## config.mk

```make
export PLATFORM = sky130hd
export DESIGN_NAME = sram_ctrl
export DESIGN_NICKNAME = d
export VERILOG_FILES = /design/src/rtl/sram_ctrl.sv
export SDC_FILE = /design/constraint.sdc
export NUM_CORES = 1
export LEC_CHECK = 0
export ABC_AREA = 1
export BUFFER_PORTS_ARGS = -buffer_cell sky130_fd_sc_hd__buf_2
export CORE_AREA = 2 2 80 159
export DETAILED_ROUTE_END_ITERATION = 6
export DIE_AREA = 0 0 82 161
export PLACE_DENSITY = 0.88
export SETUP_SLACK_MARGIN = 0.05
export SLEW_MARGIN = 20
export SYNTH_ARGS = -nofsm -noshare
export SYNTH_HDL_FRONTEND = slang
export SYNTH_SLANG_ARGS = --single-unit
```

## constraint.sdc

```tcl
create_clock -name i_clk -period 1.9 [get_ports i_clk]
set_input_delay 0 -clock i_clk [delete_from_list [all_inputs] [get_ports i_clk]]
set_output_delay 0 -clock i_clk [all_outputs]
set_load 0.005 [all_outputs]
```

## src/rtl/sram_ctrl.sv

```systemverilog
// Splits 32-bit LSU loads/stores into low/high halfword accesses on a 16-bit async SRAM.
// Ack after 1..2(WAIT_CYC+1)+1 cycles; o_ready low while busy, requests sampled only in IDLE.
module sram_ctrl #(
  parameter int ADDR_W   = 19,
  parameter int WAIT_CYC = 1
) (
  input  logic              i_clk,
  input  logic              i_rst_n,
  input  logic [ADDR_W-1:0] i_addr,
  input  logic [31:0]       i_wdata,
  input  logic [3:0]        i_bmask,
  input  logic              i_wren,
  input  logic              i_rden,
  output logic              o_ready,
  output logic              o_ack,
  output logic [31:0]       o_rdata,
  output logic [ADDR_W-2:0] o_sram_addr,
  output logic [15:0]       o_sram_dq_out,
  output logic              o_sram_dq_oe,
  input  logic [15:0]       i_sram_dq_in,
  output logic              o_sram_ce_n,
  output logic              o_sram_we_n,
  output logic              o_sram_oe_n,
  output logic              o_sram_lb_n,
  output logic              o_sram_ub_n
);

  localparam int CNT_W = (WAIT_CYC > 1) ? $clog2(WAIT_CYC) : 1;
  localparam logic [CNT_W-1:0] CNT_INIT = CNT_W'(WAIT_CYC - 1);

  typedef enum logic [2:0] {
    IDLE, LO_SETUP, LO_ACC, HI_SETUP, HI_ACC, DONE
  } state_t;

  state_t             state_q, state_d;
  logic [ADDR_W-3:0]  waddr_q, waddr_d;
  logic [31:0]        wdata_q, wdata_d;
  logic [3:0]         bmask_q, bmask_d;
  logic               wr_q, wr_d;
  logic [CNT_W-1:0]   cnt_q;
  logic [31:0]        rd_buf_q, rd_merge;
  logic               accept;

  logic               ce_d, we_d, oe_d, lb_d, ub_d, dqoe_d, hi_ph;
  logic [15:0]        dq_d;
  logic               cap, cap_hi;
  logic [1:0]         cap_lane;
  logic [15:0]        cap_half;
  logic               unused_addr_lsb;

  assign unused_addr_lsb = ^i_addr[1:0];
  assign o_ready = (state_q == IDLE);
  assign o_ack   = (state_q == DONE);

  // Captured request, seen one cycle early so the pin registers can follow state_d
  always_comb begin
    accept  = (state_q == IDLE) && (i_wren || i_rden);
    waddr_d = accept ? i_addr[ADDR_W-1:2] : waddr_q;
    wdata_d = accept ? i_wdata : wdata_q;
    bmask_d = accept ? i_bmask : bmask_q;
    wr_d    = accept ? i_wren  : wr_q;
  end

  always_comb begin
    state_d = state_q;
    case (state_q)
      IDLE: begin
        if (accept) begin
          if (i_bmask == 4'b0000)  state_d = DONE;
          else if (|i_bmask[1:0])  state_d = i_wren ? LO_SETUP : LO_ACC;
          else                     state_d = i_wren ? HI_SETUP : HI_ACC;
        end
      end
      LO_SETUP: state_d = LO_ACC;
      LO_ACC: begin
        if (cnt_q == '0) begin
          if (|bmask_q[3:2]) state_d = wr_q ? HI_SETUP : HI_ACC;
          else               state_d = DONE;
        end
      end
      HI_SETUP: state_d = HI_ACC;
      HI_ACC:   if (cnt_q == '0) state_d = DONE;
      DONE:     state_d = IDLE;
      default:  state_d = IDLE;
    endcase
  end

  // Pin decode of the next state; registered so strobes are glitch-free
  always_comb begin
    hi_ph  = (state_d == HI_SETUP) || (state_d == HI_ACC);
    ce_d   = 1'b1;
    we_d   = 1'b1;
    oe_d   = 1'b1;
    lb_d   = 1'b1;
    ub_d   = 1'b1;
    dqoe_d = 1'b0;
    dq_d   = 16'h0000;
    if (state_d inside {LO_SETUP, LO_ACC, HI_SETUP, HI_ACC}) begin
      ce_d = 1'b0;
      lb_d = ~(hi_ph ? bmask_d[2] : bmask_d[0]);
      ub_d = ~(hi_ph ? bmask_d[3] : bmask_d[1]);
      dq_d = hi_ph ? wdata_d[31:16] : wdata_d[15:0];
      if (state_d == LO_SETUP || state_d == HI_SETUP) begin
        dqoe_d = 1'b1;
      end else if (wr_d) begin
        we_d   = 1'b0;
        dqoe_d = 1'b1;
      end else begin
        oe_d = 1'b0;
      end
    end
  end

  always_comb begin
    cap      = (state_q == LO_ACC || state_q == HI_ACC) && !wr_q && (cnt_q == '0);
    cap_hi   = (state_q == HI_ACC);
    cap_lane = cap_hi ? bmask_q[3:2] : bmask_q[1:0];
    cap_half = {i_sram_dq_in[15:8] & {8{cap_lane[1]}}, i_sram_dq_in[7:0] & {8{cap_lane[0]}}};
    rd_merge = rd_buf_q;
    if (cap) begin
      if (cap_hi) rd_merge[31:16] = cap_half;
      else        rd_merge[15:0]  = cap_half;
    end
  end

  always_ff @(posedge i_clk or negedge i_rst_n) begin
    if (!i_rst_n) begin
      state_q       <= IDLE;
      waddr_q       <= '0;
      wdata_q       <= '0;
      bmask_q       <= '0;
      wr_q          <= 1'b0;
      cnt_q         <= '0;
      rd_buf_q      <= '0;
      o_rdata       <= '0;
      o_sram_addr   <= '0;
      o_sram_dq_out <= '0;
      o_sram_dq_oe  <= 1'b0;
      o_sram_ce_n   <= 1'b1;
      o_sram_we_n   <= 1'b1;
      o_sram_oe_n   <= 1'b1;
      o_sram_lb_n   <= 1'b1;
      o_sram_ub_n   <= 1'b1;
    end else begin
      state_q  <= state_d;
      waddr_q  <= waddr_d;
      wdata_q  <= wdata_d;
      bmask_q  <= bmask_d;
      wr_q     <= wr_d;
      rd_buf_q <= accept ? 32'h0 : rd_merge;
      if ((state_d == LO_ACC || state_d == HI_ACC) && state_d != state_q)
        cnt_q <= CNT_INIT;
      else if (cnt_q != '0)
        cnt_q <= cnt_q - CNT_W'(1);
      // Loads publish at DONE entry; a zero-mask load returns all zeros
      if (state_d == DONE && state_q != DONE) begin
        if (state_q == IDLE) begin
          if (!i_wren) o_rdata <= 32'h0;
        end else if (!wr_q) begin
          o_rdata <= rd_merge;
        end
      end
      o_sram_addr   <= {waddr_d, hi_ph};
      o_sram_dq_out <= dq_d;
      o_sram_dq_oe  <= dqoe_d;
      o_sram_ce_n   <= ce_d;
      o_sram_we_n   <= we_d;
      o_sram_oe_n   <= oe_d;
      o_sram_lb_n   <= lb_d;
      o_sram_ub_n   <= ub_d;
    end
  end

endmodule
```

=== After elaboration in Yosys (flattened, before gate mapping) ===
Index checks and enable logic that the tools add are counted.

* Memory bits (read-only): 0
* Memories kept: 0
* Input port bits: 75
* Register bits after elaboration: 162
* Bits in writable memories: 0
* Output and inout port bits: 74
* Word-level logic and storage cells: 91
* Latch bits: 0

* Reductions and logical operators: 17
* Div/mod/pow operators: 0
* $add $sub $neg: 1
* Muxes and demuxes: 38
* Bitwise gates (word level): 5
* $mul: 0
* Equality and inequality tests: 14
* $lt $le $gt $ge: 0
* Shift operators: 0

{| class="wikitable"
|+ Operators with widths
! kind !! number
|-
| 32-bit 2-to-1 mux || 6
|-
| 16-bit 2-to-1 mux || 4
|-
| 3-bit 2-to-1 mux || 8
|-
| 17-bit 2-to-1 mux || 1
|-
| 8-bit AND || 2
|-
| 1-bit 2-to-1 mux || 15
|-
| 3-bit case mux with 5 select lines || 1
|-
| 3-bit by 2-bit equality test with 1-bit output, second input constant || 4
|-
| 3-bit equality test, second input constant || 4
|-
| 3-bit by 1-bit equality test with 1-bit output, second input constant || 2
|-
| 1-bit logical AND || 5
|-
| 1-bit logical OR || 5
|-
| 4-bit zero test || 1
|-
| 2-bit 2-to-1 mux || 2
|-
| 4-bit 2-to-1 mux || 1
|-
| 2-bit != test, second input constant || 2
|-
| 4-bit nonzero test || 1
|-
| 2-bit OR reduction || 2
|-
| 3-bit zero test || 1
|-
| 3-bit != test || 1
|-
| 3-bit != test, second input constant || 1
|-
| 1-bit inverter || 3
|-
| 3-bit AND reduction || 1
|-
| 1-bit zero test || 1
|-
| 1-bit subtractor, second input constant || 1
|}

=== Logic depth before layout (Yosys ltp) ===
Gate-level depths: netlist of run 1.

* Depth after elaboration: 10
* Gate-level depth with buffers: 14
* Mapped depth without buffers: 13

=== Worst setup path after synthesis of run 1 ===
No wires, ideal clock.

* Kind: flip-flop to flip-flop
* Start point: reg state_q[1]
* End point: reg o_rdata[0]
* Library setup time: 0.118 ns
* Required time: 1.782 ns
* Stages on the path, launching flop included: 9
* Path buffers: 0
* Arrival time: 1.549 ns
* Period minus slack after synthesis: 1.667 ns
* Path slack: 0.233 ns
* Path through: dfrtp_1 -> nor2_4 -> nand2_1 -> o21ai_1 -> nor2_1 -> o21ai_0 -> nor2_1 -> nand3_1 -> nand2_1

* Longest elaborated chain between the ends: 7
* Elaborated cells between the ends (all ways): 25
* Classes of those cells: eq/ne: 8; mux: 9; bitwise: 1; reduce/logical: 7

{| class="wikitable"
|+ Ends and longest elaborated chain
! element !! line !! RTL
|-
| start: declaration || 35 || <nowiki>state_t state_q, state_d;</nowiki>
|-
| start signal: assignment || 145 || <nowiki>state_q <= state_d;</nowiki>
|-
| 3-bit zero test, or another cell as far along || 57, 66, 157 ||
|-
| 1-bit logical AND, or another cell as far along || 57 || <nowiki>accept = (state_q == IDLE) && (i_wren || i_rden);</nowiki>
|-
| 3-bit 2-to-1 mux, or another cell as far along || 68 || <nowiki>if (accept) begin</nowiki>
|-
| 3-bit case mux with 5 select lines, or another cell as far along || 66 || <nowiki>case (state_q)</nowiki>
|-
| 3-bit equality test / 32-bit 2-to-1 mux (equally long branches) || 156, 120 ||
|-
| 1-bit logical AND / 32-bit 2-to-1 mux (equally long branches) || 156, 159 ||
|-
| 3-bit AND reduction (no line) / 32-bit 2-to-1 mux (equally long branches) || n/a ||
|-
| end signal: assignment || 160 || <nowiki>o_rdata <= rd_merge;</nowiki>
|-
| end: declaration || 16 || <nowiki>output logic [31:0] o_rdata,</nowiki>
|}

Several ways; a longest one is shown, not always the timed one. The select of a mux whose other input is x is not followed.
A chain may end at the register's enable or synchronous reset.

=== Worst setup path in the final report of run 1 ===
* Start point: reg state_q[0]
* End point: reg o_sram_dq_out[6]

* Longest elaborated chain between the ends: 8
* Elaborated cells between the ends (all ways): 19
* Classes of those cells: eq/ne: 8; mux: 7; reduce/logical: 4

{| class="wikitable"
|+ Ends and longest elaborated chain
! element !! line !! RTL
|-
| 3-bit zero test || 57, 66 ||
|-
| 1-bit logical AND || 57 ||
|-
| 3-bit 2-to-1 mux || 68 ||
|-
| 3-bit case mux with 5 select lines || 66 ||
|-
| 3-bit by 2-bit equality test with 1-bit output / 3-bit equality test (equally long branches) || 90, 98 ||
|-
| 1-bit logical OR || 90 || <nowiki>hi_ph = (state_d == HI_SETUP) || (state_d == HI_ACC);</nowiki>
|-
| 16-bit 2-to-1 mux || 102 || <nowiki>dq_d = hi_ph ? wdata_d[31:16] : wdata_d[15:0];</nowiki>
|-
| 16-bit 2-to-1 mux (*) || 98 || <nowiki>if (state_d inside {LO_SETUP, LO_ACC, HI_SETUP, HI_ACC}) begin</nowiki>
|-
| via dq_d[6] || 45 || <nowiki>logic [15:0] dq_d;</nowiki>
|-
| end signal: assignment || 164 || <nowiki>o_sram_dq_out <= dq_d;</nowiki>
|-
| end: declaration || 18 || <nowiki>output logic [15:0] o_sram_dq_out,</nowiki>
|}

The timed path passes the listed nets; every way through them passes the cells marked *.

==> results of run 1 <==
==> cells in the final DEF, fill, tap and decap left out, types with 5 or more instances in the layout <==
cell type / synthesis / routed
a21oi_1: 17 / 15
buf_12: 0 / 9
buf_2: 19 / 145
buf_4: 5 / 15
buf_6: 1 / 6
clkbuf_16: 0 / 21
dfrtp_1: 139 / 137
dfstp_2: 5 / 5
dlygate4sd3_1: 0 / 55
inv_1: 86 / 86
nand2_1: 243 / 231
nand2_2: 2 / 12
nand2_4: 3 / 5
nand3_1: 56 / 54
nor2_1: 106 / 105
o21ai_0: 57 / 47
o21ai_1: 3 / 13
or2_2: 18 / 18
==> stage by stage <==
stage / power [µW] / cell area (µm²)
2_1_floorplan: 9930 / 6380
3_3_place_gp: 12100 / 7370
3_5_place_dp: 12300 / 7370
4_1_cts: 16100 / 8540
5_1_grt: 18500 / 8780
6_report: 17500 / 8780
==> cell families after synthesis <==
kind of cell	count (synthesis)	share of synthesized area (%)
AOI/OAI and AO/OA	77	6.04
adders and majority gates	1	0.196
buffers and inverters	130	8.51
and+or+nand+nor	436	28.7
DFF	144	56.6
==> report_power, final <==
| group | leakage [µW] | switching, µW | internal, µW |
|---|---|---|---|
| registers | 0.00180 | 593 | 4500 |
| clock network | 0.000299 | 1330 | 2190 |
| logic | 0.00284 | 5490 | 3400 |
==> worst reg2reg max path: stages, from the launching register on <==
cell and delay, ns:
dfrtp_2 0.45, nor2_4 0.22, nand2_4 0.09, nor2_4 0.20, buf_4 0.15, nand2_1 0.07, nand2_2 0.08, nand2_2 0.08
nand2_4 0.16, buf_12 0.16, nand3_1 0.13, nand2_1 0.10, nor2_1 0.06
==> Yosys cell counts (all sizes together) <==
library cell / number
clkbuf: 13
o21ai: 60
inv: 89
or2: 18
clkinv: 1
nand3b: 1
dfrtp: 139
ha: 1
buf: 27
dfstp: 5
a21oi: 17
nor3: 1
nand2: 248
nand3: 58
nor2: 110
==> path summary, 6_finish.rpt <==
check	from	end	depth (start not counted)
worst min register to register	o_rdata[18]	o_rdata[18]	2
min in group asynchronous	i_rst_n	o_sram_ce_n	2
worst max-delay path	state_q[0]	o_sram_dq_out[6]	12
worst max register to register	state_q[0]	o_sram_dq_out[6]	12
worst min-delay path	i_sram_dq_in[10]	rd_buf_q[10]	5
max in group asynchronous	i_rst_n	wr_q	3
==> layout make-up <==
type	count	area, µm²	share of cell area [%]
repair buffers	234	1740	19.8
inverters	90	345	3.93
flip-flops and latches	144	3610	41.1
well taps	147	184	2.09
clock inverters	14	190	2.17
clock buffers	17	425	4.85
multi-input cells	514	2290	26.0
==> flip-flops by register name (all words and copies together) (netlist names), 2 cells and up <==
signal         count
bmask_q            4
waddr_q           16
o_sram_dq_out     16
state_q            3
wdata_q           32
rd_buf_q          32
o_sram_addr        2
o_rdata           32
==> timing repair <==
item	in CTS	in global routing
hold buffers	55	0
setup buffers	0	8
pin swaps	0	6
endpoints found under the setup margin	4	82
cloned	0	4
endpoints found under the hold margin	215	0
gates resized for setup	2	37
==> layer usage <==
layer | wire, µm | track usage [%]
met1 | 7250 | 37.5
met2 | 9630 | 44.6
met5 | 0 | 0
met3 | 1790 | 7.04
met4 | 774 | 9.85
==> reports/metrics.csv, run 1 <==
metric;value;unit
cts_max_level;4;
synth_area_leaders;dfrtp_1, nand2_1, nor2_1;
post-route-period-util;108;%
cp-start-kind;flop;
gp_congestion;0.867;
numCtsBuffers;17;
synth.avg_cell_area;8.09;µm²
tightestPinTransition;0.574;ns
finalSetupViolCount;50;
layout-drive-gt1-share;26.5;%
drc;0;
synth_top_cell_by_area;dfrtp_1;
hpwl;9.98;mm
fin_skew;0.0105;ns
synth-seq-area-share;56.6;%
viasPerCell;5.45;
violations;negative setup slack;
vdd_drop_max;1170;µV
drv_cap;0;
rrSetupSlack;-0.15;ns
wl_per_cell;16.8;µm
hold_ws;0.0420;ns
worstPathRequired;2.20;ns
clock.fmax;487;MHz
yosysWarnings;0;
drt-initial-drc-count;822;
hold_violations;0;
row_count;57;
period_needed;2.05;ns
synthCells;788;
outcome;complete, but fails checks;
hold_class;in -> reg;
max_stage_delay;0.45;ns
ctsRootBufferMaster;clkbuf_16;
clockBufferDepth;2;
antenna_found_initial;0;
die_h;161;µm
instances_no_fill;1160;
io_pins;149;
final_max_slew_viol_count;0;
initial_core_util;53.2;%
antenna_cells;0;
nFillCells;767;
finish.utilization;73.3;%
timing_worst_setup_path_type;reg -> reg;
overflow;0;
synth_top_area_share;54.5;%
area_delta_synth_final;37.6;%
grt_first_pass_wirelength;28.9;mm
finalWirelength;19.5;mm
syn-cell-area;6380;µm²
die_area;13200;µm²
rsz0062_at_grt;yes;
port_buffers;146;
groute.usage.overall;28.2;%
worstPathArrival;2.36;ns
ys_ff_latch;144;
relSlewSlack;61.8;%
num_vias;6323;
p_leak;0.00494;µW
antenna_left;0;
path_clk_slew;0.06;ns
synth_cell_type_count;25;
fin_tns_setup;-4.27;ns
grt_pass1_vias;5958;
dp_cells;1063;
critPathMaxFanout;13;
insertion_delay;0.42;ns
path_buf_inv;2;
cts_tree;built;
power_density;1990;nW/µm²
synthesis.nets;864;
die_w;82;µm
place_ws;0.0472;ns
fin_nets;1077;
drt_first_pass_iters;6;
crit_chain;nor2_4, nand2_4, nor2_4, buf_4, nand2_1, nand2_2, nand2_2, nand2_4, buf_12, nand3_1, nand2_1, nor2_1;
worstSetupEndpointType;flop;
cp_slowest_cell;dfrtp_2;
core;12000;µm²
cts_sinks;144;
fin_ws;-0.154;ns
crit_family;simple AND/OR/NAND/NOR gates;
grt_max_degree;71;
Power figures use the tool's default switching activity.
==> run 2: changes to the inputs <==
--- a/config.mk
+++ b/config.mk
@@ -7,10 +7,11 @@
 export LEC_CHECK = 0
 export ABC_AREA = 1
 export BUFFER_PORTS_ARGS = -buffer_cell sky130_fd_sc_hd__buf_2
-export CORE_AREA = 2 2 80 159
+export CORE_AREA = 2 2 79 156
+export CTS_BUF_LIST = sky130_fd_sc_hd__clkbuf_8
 export DETAILED_ROUTE_END_ITERATION = 6
-export DIE_AREA = 0 0 82 161
-export PLACE_DENSITY = 0.88
+export DIE_AREA = 0 0 81 158
+export PLACE_DENSITY = 0.9
 export SETUP_SLACK_MARGIN = 0.05
 export SLEW_MARGIN = 20
 export SYNTH_ARGS = -nofsm -noshare
==> run 2 against run 1 <==
The run now ends clean. Cell area shrank 2.7%. Core utilization up 0.18 points. Combinational power is 1% lower. Wire length is 9.4% lower. Clock skew up 0.0030 ns. Non-clock buffer count is 4 higher. Clock power down 39%. Final cell count rose by 0.17%. Largest cell class unchanged. Largest power group unchanged.
==> reports/metrics.csv, run 2 (synthesis results as in run 1) <==
metric;value;unit;change
grt_first_pass_wirelength;26.5;mm;-8.1%
viasPerCell;5.09;;-6.6%
die_area;12800;µm²;-3.1%
overflow;0;;unchanged
area_delta_synth_final;34.0;%;
groute.usage.overall;27.1;%;-1.0 points
vdd_drop_max;1410;µV;+20%
fin_tns_setup;0;ns;+4.27 ns
timing_worst_setup_path_type;reg -> reg;;
final_max_slew_viol_count;0;;unchanged
hpwl;11.1;mm;+11%
relSlewSlack;62.8;%;+1.0 points
cts_max_level;4;;unchanged
rrSetupSlack;0.09;ns;+0.24 ns
crit_chain;inv_1, nand2_1, o21ai_0, nand2_1, nand2_1, nand2_1, nand2_4, buf_12, nand3_1, nand2_1, nor2_1;;
die_w;81;µm;-1.2%
die_h;158;µm;-1.9%
antenna_left;0;;unchanged
layout_common_cells;nand2_1, buf_2, dfrtp_1;;
cts_tree;built;;
row_count;56;;-1.8%
cp-start-kind;flop;;
insertion_delay;0.43;ns;about the same
grt_max_degree;58;;-18%
cp_slowest_cell;dfrtp_2;;
rsz0062_at_grt;yes;;
hold_ws;0.0167;ns;-0.0253 ns
clockBufferDepth;2;;unchanged
drt-initial-drc-count;364;;-56%
finalSetupViolCount;0;;-100%
drv_cap;0;;unchanged
numCtsBuffers;17;;unchanged
finalWirelength;17.6;mm;-9.4%
antenna_found_initial;0;;unchanged
wl_per_cell;15.2;µm;-9.5%
antenna_cells;0;;unchanged
crit_family;simple AND/OR/NAND/NOR gates;;
ctsRootBufferMaster;clkbuf_8;;
grt_pass1_vias;5791;;-2.8%
initial_core_util;54.8;%;+1.6 points
worstSetupEndpointType;flop;;
gp_congestion;0.823;;-5.2%
io_pins;149;;unchanged
cts_sinks;144;;unchanged
drt_first_pass_iters;5;;-1
worstPathArrival;2.13;ns;-0.23 ns
port_buffers;146;;unchanged
clock.fmax;552;MHz;+13%
drc;0;;unchanged
num_vias;5919;;-6.4%
path_clk_slew;0.08;ns;+0.02 ns
fin_nets;1081;;+0.37%
reg.largest.list;o_rdata x32, rd_buf_q x32, wdata_q x32;;
tightestPinTransition;0.558;ns;-0.0154 ns
max_stage_delay;0.45;ns;about the same
final_common_cell;nand2_1;;
cp_common_cell;nand2_1;;
core;11600;µm²;-2.9%
outcome;complete, no violations;;
hold_violations;0;;unchanged
post-route-period-util;95.3;%;-13 points
fin_skew;0.0135;ns;+0.00301 ns
path_buf_inv;2;;unchanged
worstPathRequired;2.22;ns;+0.02 ns
power_density;1870;nW/µm²;-6.2%
p_leak;0.00483;µW;-2.4%
layout-drive-gt1-share;26.6;%;+0.19 points
hold_class;in -> reg;;
critPathMaxFanout;11;;-2
period_needed;1.81;ns;-0.243 ns
run 2: through the flow:
step           util [%]  power (µW)  std cells  area [µm²]  setup slack, ns
6_report           73.5       16000       1162        8540           0.0890
5_1_grt            73.5       17200       1162        8540          -0.0435
4_1_cts            71.5       14800       1154        8310           0.0753
3_3_place_gp       63.5       12200       1065        7380           0.0444
3_5_place_dp       63.5       12500       1065        7380         -0.00240
2_1_floorplan         -        9930        788        6380            0.233
run 2: routing by layer:
metal  vias up  global-route usage (%)  share of wire (%)
met5         -                       0                  0
met4         0                    14.1                4.0
met3        58                    5.42                3.8
met2       203                    48.6                 57
li1       2832                       -                  -
met1      2826                    29.4                 35
run 2: path summary, 6_finish.rpt:
check / startpoint / end / cells after the start
max reg2reg: state_q[0] / o_sram_dq_out[6] / 11
max: state_q[0] / o_sram_dq_out[6] / 11
min: i_sram_dq_in[3] / rd_buf_q[3] / 5
min in group asynchronous: i_rst_n / waddr_q[10] / 2
max in group asynchronous: i_rst_n / rd_buf_q[23] / 3
min reg2reg: o_rdata[25] / o_rdata[25] / 2
run 2: area by class of cell:
cell class | instances | area (µm²)
sequential | 144 | 3610
fill | 867 | 3090
multi-input combinational | 514 | 2320
timing repair buffer | 238 | 1730
inverter | 90 | 353
clock buffer | 18 | 248
tap | 145 | 181
clock inverter | 13 | 100
run 2: power by group:
group	internal, µW	switching [µW]	total, µW
Combinational	3420	5340	8760
Sequential	4490	547	5030
Clock	1040	1130	2170
run 2: worst register-to-register path, cell delays in order, from the launching register on:
cell	delay (ns)
dfrtp_2	0.45
inv_1	0.10
nand2_1	0.06
o21ai_0	0.28
nand2_1	0.09
nand2_1	0.13
nand2_1	0.10
nand2_4	0.12
buf_12	0.15
nand3_1	0.09
nand2_1	0.08
nor2_1	0.05
run 2: repair_timing:
item,4_1_cts,5_1_grt
resized for setup,1,45
endpoints found under the hold margin,184,0
gates cloned,0,5
endpoints found under the setup margin,12,58
hold buffers,56,0
setup buffers,2,3
pin swaps,2,4
==> run 3: changes to the inputs <==
--- a/config.mk
+++ b/config.mk
@@ -11,6 +11,7 @@
 export CTS_BUF_LIST = sky130_fd_sc_hd__clkbuf_8
 export DETAILED_ROUTE_END_ITERATION = 6
 export DIE_AREA = 0 0 81 158
+export HOLD_SLACK_MARGIN = 0.06
 export PLACE_DENSITY = 0.9
 export SETUP_SLACK_MARGIN = 0.05
 export SLEW_MARGIN = 20
==> run 3 against run 2 <==
The run now ends with negative setup slack left. Register-to-register slack got worse by 0.09 ns. Critical path depth unchanged. Worst hold slack improved by 0.067 ns. Count of clock-buffer cells in the layout unchanged. Clock power about the same. Highest routed layer unchanged.
==> reports/metrics.csv, run 3 (synthesis results as in run 1) <==
metric;value;unit;change
pwr-share-comb;55.9;%;+1.0 points
fin_ws;-0.00483;ns;-0.0938 ns
worstPathArrival;2.23;ns;+0.10 ns
drv_cap;0;;unchanged
grt_pass1_vias;5871;;+1.4%
power.net_switching;7300;µW;+4.0%
groute.usage.overall;27.5;%;+0.40 points
violations;negative setup slack;;
die_area;12800;µm²;unchanged
numCtsBuffers;17;;unchanged
cts_tree;built;;
intPower;9060;µW;+1.2%
tightestPinTransition;0.564;ns;+0.00543 ns
pwr-share-seq;30.8;%;-0.7 points
insertion_delay;0.43;ns;about the same
layout_common_cells;nand2_1, buf_2, dfrtp_1;;
row_count;56;;unchanged
wl_per_cell;15.6;µm;+3.0%
die_w;81;µm;unchanged
cp_slowest_cell;dfrtp_2;;
rsz0062_at_grt;yes;;
cts_sinks;144;;unchanged
reg.largest.list;o_rdata x32, rd_buf_q x32, wdata_q x32;;
finalWirelength;18.3;mm;+3.9%
gp_congestion;0.823;;unchanged
clock.fmax;525;MHz;-4.9%
drc;0;;unchanged
port_buffers;146;;unchanged
viasPerCell;5.14;;+0.87%
cp-start-kind;flop;;
period_needed;1.90;ns;+0.0938 ns
drt-initial-drc-count;377;;+3.6%
layout-drive-gt1-share;27.2;%;+0.52 points
critPathMaxFanout;11;;unchanged
dp_cells;1065;;unchanged
hold_violations;0;;unchanged
grt_first_pass_wirelength;26.9;mm;+1.3%
crit_chain;inv_1, nand2_1, o21ai_0, nand2_1, nand2_1, nand2_1, nand2_4, buf_12, nand3_1, nand2_1, nor2_1;;
final_max_slew_viol_count;0;;unchanged
die_h;158;µm;unchanged
timing_worst_setup_path_type;reg -> reg;;
drt_first_pass_iters;7;;+2
cp_common_cell;nand2_1;;
antenna_found_initial;0;;unchanged
max_stage_delay;0.45;ns;about the same
antenna_cells;0;;unchanged
fin_nets;1091;;+0.93%
p_sw_share;44.6;%;+0.66 points
fin_skew;0.0132;ns;-0.000303 ns
vdd_drop_max;1550;µV;+10%
instances_no_fill;1172;;+0.86%
power_density;1890;nW/µm²;+0.94%
num_vias;6022;;+1.7%
post-route-period-util;100;%;+4.9 points
power_frac_clock;13.4;%;-0.2 points
crit_family;simple AND/OR/NAND/NOR gates;;
finalSetupViolCount;3;;+3
path_buf_inv;2;;unchanged
hold_class;in -> reg;;
p_leak;0.00487;µW;+0.96%
worstSetupEndpointType;flop;;
relSlewSlack;62.4;%;-0.36 points
area_delta_synth_final;35.9;%;
antenna_left;0;;unchanged
path_clk_slew;0.08;ns;about the same
initial_core_util;54.8;%;unchanged
ctsRootBufferMaster;clkbuf_8;;
overflow;0;;unchanged
io_pins;149;;unchanged
hpwl;11.1;mm;unchanged
core;11600;µm²;unchanged
grt_max_degree;58;;unchanged
final_common_cell;nand2_1;;
worstPathRequired;2.22;ns;about the same
hold_ws;0.0838;ns;+0.0671 ns
finish.utilization;74.5;%;+1.1 points
cts_max_level;4;;unchanged
outcome;complete, but fails checks;;
clockBufferDepth;2;;unchanged
## run 3: repair_timing
action / in CTS / in global routing
setup endpoints to repair: 12 / 58
pin swaps: 2 / 8
hold buffers: 64 / 0
cloned: 0 / 7
setup buffers: 2 / 3
hold endpoints to repair: 232 / 0
resized for setup: 1 / 54
## run 3: area by class of cell
cell class / count / area, µm²
clock inverter: 13 / 100
timing repair buffer: 247 / 1810
fill: 850 / 2960
clock buffer: 18 / 248
tap: 145 / 181
inverter: 90 / 353
timing repair inverter: 1 / 8.76
sequential: 144 / 3610
multi-input combinational: 514 / 2350
## run 3: power groups by stage
stage	clock, µW	sequential (µW)	combinational (µW)
floorplan	0	5030	4900
global placement	0	5000	7160
detailed placement	0	5040	7420
CTS	2220	4990	7610
global route	2360	5140	10000
finish	2180	5030	9140
## run 3: worst paths after layout
path	startpoint	depth (start not counted)	endpoint	slack (ns)
setup / recovery	state_q[0]	11	o_sram_dq_out[11]	-0.005
hold / removal	i_sram_dq_in[8]	5	rd_buf_q[8]	0.08
setup reg to reg	state_q[0]	11	o_sram_dq_out[11]	-0.005
hold reg to reg	o_rdata[25]	2	o_rdata[25]	0.48
max in group asynchronous	i_rst_n	3	rd_buf_q[23]	1.10
min in group asynchronous	i_rst_n	2	waddr_q[5]	0.10
## run 3: through the flow
stage	cell area, µm²	total power, µW	TNS (ns)	setup WS [ns]
6_report	8670	16400	-0.0109	-0.00483
5_1_grt	8670	17500	-1.11	-0.0976
4_1_cts	8390	14800	0	0.0753
3_5_place_dp	7380	12500	-0.00240	-0.00240
3_3_place_gp	7380	12200	0	0.0444
2_1_floorplan	6380	9930	0	0.233
## run 3: metal layers
layer / global-route usage [%] / part of all wire (%) / vias to the layer above
li1: - / - / 2859
met3: 5.47 / 4.4 / 70
met1: 29.5 / 34 / 2857
met2: 49.6 / 57 / 236
met4: 14.4 / 4.6 / 0
met5: 0 / 0 / -
## run 3: tightest hold or removal path: cells and delay by family
family          cells  cell delay, ns
compound gates      1            0.18
buf+inv             2            0.16
simple gates        2            0.12
